[config.mk]
export PLATFORM = sky130hd
export DESIGN_NAME = capture_dump_cntrl
export DESIGN_NICKNAME = d
export VERILOG_FILES = /design/src/rtl/capture_dump_cntrl.sv
export SDC_FILE = /design/constraint.sdc
export NUM_CORES = 1
export LEC_CHECK = 0
export ABC_CLOCK_PERIOD_IN_PS = 2200
export BUFFER_PORTS_ARGS = -buffer_cell sky130_fd_sc_hd__buf_2
export CAP_MARGIN = 0
export CORE_ASPECT_RATIO = 1.2
export CORE_MARGIN = 2
export CORE_UTILIZATION = 39
export CTS_BUF_LIST = sky130_fd_sc_hd__clkbuf_4 sky130_fd_sc_hd__clkbuf_8 sky130_fd_sc_hd__clkbuf_16
export CTS_CLUSTER_SIZE = 25
export DETAILED_ROUTE_END_ITERATION = 8
export GPL_TIMING_DRIVEN = 0
export PLACE_DENSITY = 0.76
export SYNTH_ARGS = -nofsm -noshare
export SYNTH_HDL_FRONTEND = slang
export SYNTH_SLANG_ARGS = --single-unit
[constraint.sdc]
create_clock -name clk -period 2.2 [get_ports clk]
set_input_delay 0.44 -clock clk [delete_from_list [all_inputs] [get_ports clk]]
set_output_delay 0.44 -clock clk [all_outputs]
set_load 0.01 [all_outputs]
[src/rtl/capture_dump_cntrl.sv]
// Dump sequencer: reads one channel of the circular capture RAMs oldest-first,
// starting at the write pointer, and hands each byte to the UART via trmt/tx_done.
module capture_dump_cntrl #(
  parameter int ENTRIES  = 384,
  parameter int LOG2     = 9,
  parameter int CHANNELS = 5
) (
  input  logic                  clk,
  input  logic                  rst,
  input  logic                  dump_req,
  input  logic [2:0]            dump_chan,
  input  logic                  capture_done,
  input  logic [LOG2-1:0]       waddr,
  input  logic [8*CHANNELS-1:0] rdata,
  input  logic                  tx_done,
  output logic [LOG2-1:0]       raddr,
  output logic                  ren,
  output logic [7:0]            tx_data,
  output logic                  trmt,
  output logic                  dump_busy,
  output logic                  dump_done,
  output logic                  clr_capture_done,
  output logic                  dump_nack
);

  typedef enum logic [2:0] {
    IDLE   = 3'd0,
    READ   = 3'd1,
    CAPT   = 3'd2,
    XMIT   = 3'd3,
    WAITTX = 3'd4
  } state_t;

  localparam logic [LOG2-1:0] LAST = LOG2'(ENTRIES - 1);

  state_t          state_q;
  logic [LOG2-1:0] count_q;
  logic [2:0]      chan_q;
  logic [LOG2-1:0] raddr_q;
  logic            ren_q;
  logic [7:0]      tx_data_q;
  logic            trmt_q;
  logic            busy_q;
  logic            done_q;
  logic            clr_q;
  logic            nack_q;

  logic            chan_ok_d;
  logic            waddr_ok_d;
  logic [LOG2-1:0] raddr_nxt_d;
  logic [7:0]      slice_d;

  // Request qualification, circular address step and channel byte select
  always_comb begin
    chan_ok_d   = (int'(dump_chan) < CHANNELS);
    waddr_ok_d  = (int'(waddr) < ENTRIES);
    raddr_nxt_d = (raddr_q == LAST) ? {LOG2{1'b0}} : raddr_q + LOG2'(1);
    slice_d     = 8'h00;
    for (int k = 0; k < CHANNELS; k++) begin
      slice_d = (chan_q == 3'(k)) ? rdata[8*k +: 8] : slice_d;
    end
  end

  // Dump FSM with all outputs registered; strobes default low every cycle
  always_ff @(posedge clk or posedge rst) begin
    if (rst) begin
      state_q   <= IDLE;
      count_q   <= {LOG2{1'b0}};
      chan_q    <= 3'd0;
      raddr_q   <= {LOG2{1'b0}};
      ren_q     <= 1'b0;
      tx_data_q <= 8'h00;
      trmt_q    <= 1'b0;
      busy_q    <= 1'b0;
      done_q    <= 1'b0;
      clr_q     <= 1'b0;
      nack_q    <= 1'b0;
    end else begin
      ren_q  <= 1'b0;
      trmt_q <= 1'b0;
      done_q <= 1'b0;
      clr_q  <= 1'b0;
      nack_q <= 1'b0;
      case (state_q)
        IDLE: begin
          if (dump_req) begin
            if (capture_done && chan_ok_d) begin
              chan_q  <= dump_chan;
              raddr_q <= waddr_ok_d ? waddr : {LOG2{1'b0}};
              count_q <= {LOG2{1'b0}};
              busy_q  <= 1'b1;
              ren_q   <= 1'b1;
              state_q <= READ;
            end else begin
              nack_q <= 1'b1;
            end
          end
        end
        READ: state_q <= CAPT;
        CAPT: begin
          tx_data_q <= slice_d;
          trmt_q    <= 1'b1;
          state_q   <= XMIT;
        end
        XMIT: state_q <= WAITTX;
        WAITTX: begin
          if (tx_done) begin
            if (count_q == LAST) begin
              done_q  <= 1'b1;
              clr_q   <= 1'b1;
              busy_q  <= 1'b0;
              state_q <= IDLE;
            end else begin
              count_q <= count_q + LOG2'(1);
              raddr_q <= raddr_nxt_d;
              ren_q   <= 1'b1;
              state_q <= READ;
            end
          end
        end
        default: state_q <= IDLE;
      endcase
    end
  end

  assign raddr            = raddr_q;
  assign ren              = ren_q;
  assign tx_data          = tx_data_q;
  assign trmt             = trmt_q;
  assign dump_busy        = busy_q;
  assign dump_done        = done_q;
  assign clr_capture_done = clr_q;
  assign dump_nack        = nack_q;

endmodule

After elaboration in Yosys (flattened, before gate mapping)
Cells that the tools add are included.
{ "op_classes": {"add_sub_neg": 2, "magnitude_cmp": 2, "eq_ne": 15, "muxes": 39, "n_reduce_logical": 8} }
{ "op_table": {"columns": ["cell", "n"], "rows": [
  ["2-to-1 mux 9 bit", 10],
  ["2-to-1 mux 8 bit", 5],
  ["one-hot mux 9 bit (2 select lines)", 2],
  ["adder 9 x 1 -> 9 bit, second input constant", 2],
  ["equality test 9 bit, second input constant", 2],
  ["2-to-1 mux 1 bit", 16],
  ["one-hot mux 3 bit (5 select lines)", 1],
  ["equality test 3 x 2 -> 1 bit, second input constant", 4],
  ["inequality test 2 bit, second input constant", 5],
  ["AND reduction 5 bit", 2],
  ["less-than comparator 9 bit, second input constant", 1],
  ["2-to-1 mux 3 bit", 3],
  ["equality test 3 x 1 -> 1 bit, second input constant", 2],
  ["equality test 3 bit, second input constant", 2],
  ["zero test 3 bit", 2],
  ["AND reduction 3 bit", 2],
  ["one-hot mux 1 bit (2 select lines)", 2],
  ["less-than comparator 3 bit, second input constant", 1],
  ["nonzero test 2 bit", 1],
  ["logical AND 1 bit", 1]
]} }
{ "word_totals": {"register_bits": 37, "in_bits": 57, "out_inout_bits": 23} }

Longest topological paths before layout
{ "depth": {"ltp_word": 6, "mapped_depth": 7, "ltp_nobuf": 6} }

Least setup slack after synthesis
OpenSTA, ideal clock, no wires.
{ "synth_timing": {"path_type": "reg-to-reg", "from": "register raddr_q[0] (netlist: raddr[0])", "to": "register raddr_q[0] (netlist: raddr[0])", "setup_ns": 0.125, "arrival_time_ns": 1.615, "required_time_ns": 2.075, "slack_ns": 0.459, "path_stages_with_launch": 6, "path_buffers": 0, "period_less_slack_ns": 1.741, "cell_sequence": "dfrtp_1 -> ha_1 -> nand4_1 -> o41ai_1 -> o2bb2ai_1 -> mux2_4"} }
{ "synth_via": {"elab_chain_len": 5, "word_cells_on_any_way": 6, "cone_classes": "add/sub (1); eq/ne (1); mux (4)"} }
{ "synth_lines": {"columns": ["item", "line", "text"], "rows": [
  ["start, declared", "39", "logic [LOG2-1:0] raddr_q;"],
  ["start signal, assigned", "70", "raddr_q <= {LOG2{1'b0}};"],
  ["start signal, assigned", "89", "raddr_q <= waddr_ok_d ? waddr : {LOG2{1'b0}};"],
  ["start signal, assigned", "115", "raddr_q <= raddr_nxt_d;"],
  ["adder 9 x 1 -> 9 bit / equality test 9 bit (equally long branches)", "57", "raddr_nxt_d = (raddr_q == LAST) ? {LOG2{1'b0}} : raddr_q + LOG2'(1);"],
  ["2-to-1 mux 9 bit (*)", "57", null],
  ["2-to-1 mux 9 bit (*)", "108", "if (count_q == LAST) begin"],
  ["2-to-1 mux 9 bit (*)", "107", "if (tx_done) begin"],
  ["one-hot mux 9 bit (2 select lines) (*)", "84", "case (state_q)"]
]} }
Mark *: on every way between the ends. The rest lies on a longest branch, timed or not. The select of a mux whose other input is x is not followed.
A chain may end at the register's enable or synchronous reset.

Final worst setup path
{ "layout_timing": {"from": "register raddr_q[1] (netlist: raddr[1])", "to": "register raddr_q[0] (netlist: raddr[0])"} }
{ "layout_via": {"elab_chain_len": 5} }
{ "layout_lines": {"columns": ["item", "line"], "rows": [
  ["equality test 9 bit", "57"],
  ["2-to-1 mux 9 bit", "57"],
  ["2-to-1 mux 9 bit", "108"],
  ["2-to-1 mux 9 bit", "107"],
  ["one-hot mux 9 bit (2 select lines)", "84"]
]} }
Every way passes these cells. The select of a mux whose other input is x is not followed.

==> flow_metrics.tcl <==
set metrics [dict create \
    status "finished, final reports clean" \
    grt_antenna_before_repair 0 \
    grt.overflow.total 0 \
    initial_core_util_pct 40.77 \
    power_uw 3146 \
    ys.flop_type "dfrtp_1" \
    antenna_cells 0 \
    post_cts_buffers 0 \
    worstPathRequired_ns 2.38 \
    cp-end-kind "flip-flop" \
    ir_drop_v 0.0005510 \
    clk_latency_ns 0.29 \
    wl_per_cell_microns 15.49 \
    synth.area.top_cells "dfrtp_1 (42%), mux4_2 (8.2%), a21oi_1 (3.7%), nor2_1 (3.4%), a22oi_1 (2.7%)" \
    maxCapViolations 0 \
    nets 350 \
    syn_nets 264 \
    synth_top_cells_by_count "dfrtp_1 (37), nor2_1 (20), a21oi_1 (16), nand2_1 (15)" \
    tritoncts "yes" \
    syn_to_final_growth_pct 25.71 \
    synth_area_leader_cell "dfrtp_1" \
    cp_cell_sequence "ha_1, nand4_1, o41ai_1, o2bb2ai_1, mux2_4" \
    syn_inst 205 \
    swShare_pct 39.14 \
    grt_pass1_vias 1963 \
    synth_cell_types 59 \
    finalClockSkew_ns 0.003199 \
    hpwl_microns 4220 \
    holdBufCountCts 0 \
    critPathSlowestCell "o41ai_1" \
    slew_headroom_pct 48.33 \
    period_minus_slack_ns 2.029 \
    synth-seq-cells 37 \
    syn_area_per_cell_sq_um 10.68 \
    drc 0 \
    rr_startpoint "raddr[1]$_DFFE_PP0P_" \
    power_switching_uw 1231 \
    die_area_sq_um 6232 \
    reg2reg_to "raddr[0]$_DFFE_PP0P_" \
    seq_power_share_pct 35.2 \
    htreeDepth 2 \
    synth_warnings 0 \
    setup_viol 0 \
    cts_resized 0 \
    drt_first_pass_iters 4 \
    clock-sinks 37 \
    wirelength_microns 5468 \
    via_count 1958 \
    p_leak_uw 0.001320 \
    cts-root-buf "clkbuf_8" \
    die_x_microns 72.40 \
    yosys.cell_count.top_type "dfrtp_1" \
    r2r_slack_ns 0.17 \
    synth_area_sq_um 2190 \
    io_pins 80 \
    p_int_uw 1915 \
    rsz0062_at_grt "false" \
    setup-tns-final_ns 0 \
    p_comb_share_pct 49.3 \
    synth_top_cell_area_share_pct 42.29 \
    cts_max_path_buffers 2 \
    synth_edf_count 0 \
    ys_seq_area_share_pct 42.29 \
    finalCritPeriodShare_pct 92.25 \
    arrival_ns 2.20 \
    holdCritPathClass "primary input to async pin" \
    synthArstFlopShare_pct 100.0 \
    final_hold_viol_count 0 \
    drtIter0Drc 66 \
    gr-usage-all-layers_pct 18.27 \
    slew_viol_final 0 \
    drive_above_1_share_pct 40.89 \
    crit_path_start_kind "flip-flop" \
    cts_buffers 5 \
    fmax_mhz 492.8 \
    std_cell_rows 29 \
    die_height_microns 86.08 \
    grt_first_pass_wirelength_microns 8990 \
    path_class "flip-flop to flip-flop" \
    via_per_inst 5.547 \
    grt_max_degree 38 \
    worst_pin_slew_ns 0.7739 \
    clkTransAtPathRegs_ns 0.07 \
    slowest_delay_ns 0.62 \
    clkPwrFrac_pct 15.5 \
    power.density_nw_per_um2 1143 \
    critPathMaxFanout 6 \
    port_buffers 79 \
    core_area_sq_um 5370 \
    drtAntennaViolNets 0 \
    reg2reg_depth 5 \
    gp_congestion 0.8788 \
]
## stage by stage
step | instances | hold slack, ns | utilization [%] | cell area [sq um] | worst slack (ns)
6_report | 353 | 0.2923 | 51.26 | 2753 | 0.1706
5_1_grt | 353 | 0.3556 | 51.26 | 2753 | 0.04122
4_1_cts | 353 | 0.3152 | 51.26 | 2753 | 0.1526
3_5_place_dp | 346 | 0.4867 | 49.58 | 2663 | 0.1719
3_3_place_gp | 346 | 0.4795 | 49.58 | 2663 | 0.2159
2_1_floorplan | 205 | 0.4788 | - | 2190 | 0.4595
## cells by family after synthesis
kind of cell	count (synthesis)	synth area share (%)
simple gates	73	21.03
compound gates	62	19.66
flops	37	42.29
buf+inv	17	4.970
mux	9	8.914
xor+xnor	5	2.000
fa+ha+maj	2	1.143
## how the worst max path moves through the flow
stage	from	end	slack, ns	depth (start not counted)
2_1_floorplan	raddr[0]$_DFFE_PP0P_	raddr[0]$_DFFE_PP0P_	0.46	5
5_1_grt	raddr[0]$_DFFE_PP0P_	raddr[0]$_DFFE_PP0P_	0.04	5
4_1_cts	raddr[0]$_DFFE_PP0P_	raddr[0]$_DFFE_PP0P_	0.15	5
3_3_place_gp	raddr[0]$_DFFE_PP0P_	raddr[0]$_DFFE_PP0P_	0.22	5
3_5_place_dp	raddr[0]$_DFFE_PP0P_	raddr[0]$_DFFE_PP0P_	0.17	5
6_report	raddr[1]$_DFFE_PP0P_	raddr[0]$_DFFE_PP0P_	0.17	5
## layout make-up
| class | count | area, sq um |
|---|---|---|
| multi-input combinational | 151 | 1155 |
| buffer | 11 | 86.33 |
| tap | 62 | 77.57 |
| fill | 501 | 2618 |
| inverter | 6 | 22.52 |
| sequential | 37 | 925.9 |
| clock buffer | 7 | 90.09 |
| timing repair buffer | 79 | 395.4 |
## layout by cell type (no fill, tap or decap), types with 5 or more instances in the layout
cell       netlist  routed
buf_2            3      82
mux4_2           8       8
nand2_1         15      15
nand3_1          8       8
o22ai_1          6       6
clkbuf_8         0       6
o2bb2ai_1        5       5
a22oi_1          8       8
dfrtp_1         37      37
a21oi_1         16      16
nor2_1          20      20
## critical path, delay by kind of cell (launching register included)
family | cells | cell delay, ns
simple gates | 1 | 0.16
mux | 1 | 0.28
compound gates | 2 | 0.78
fa+ha+maj | 1 | 0.29
flops | 1 | 0.41
## registers in the layout, summed over array words and instances (netlist names), 3 cells and up
| name | count |
|---|---|
| count_q | 9 |
| chan_q | 3 |
| tx_data | 8 |
| raddr | 9 |
| state_q | 3 |
## metal layers
layer | GRT usage [%] | share of wire (%) | vias to the layer above
met4 | 5.051 | 0.82 | 0
met3 | 4.700 | 8.5 | 5
met5 | 0 | 0 | -
met2 | 32.86 | 49 | 91
met1 | 21.28 | 42 | 910
li1 | - | - | 952
## power by group through the flow
stage          logic [uW]  registers (uW)  clock network [uW]
4_1_cts              1580            1100                 504
3_5_place_dp         1570            1120                   0
6_report             1550            1110                 488
5_1_grt              1720            1150                 530
2_1_floorplan        1030            1180                   0
3_3_place_gp         1520            1110                   0
No activity file was read; power rests on OpenSTA's default activity.
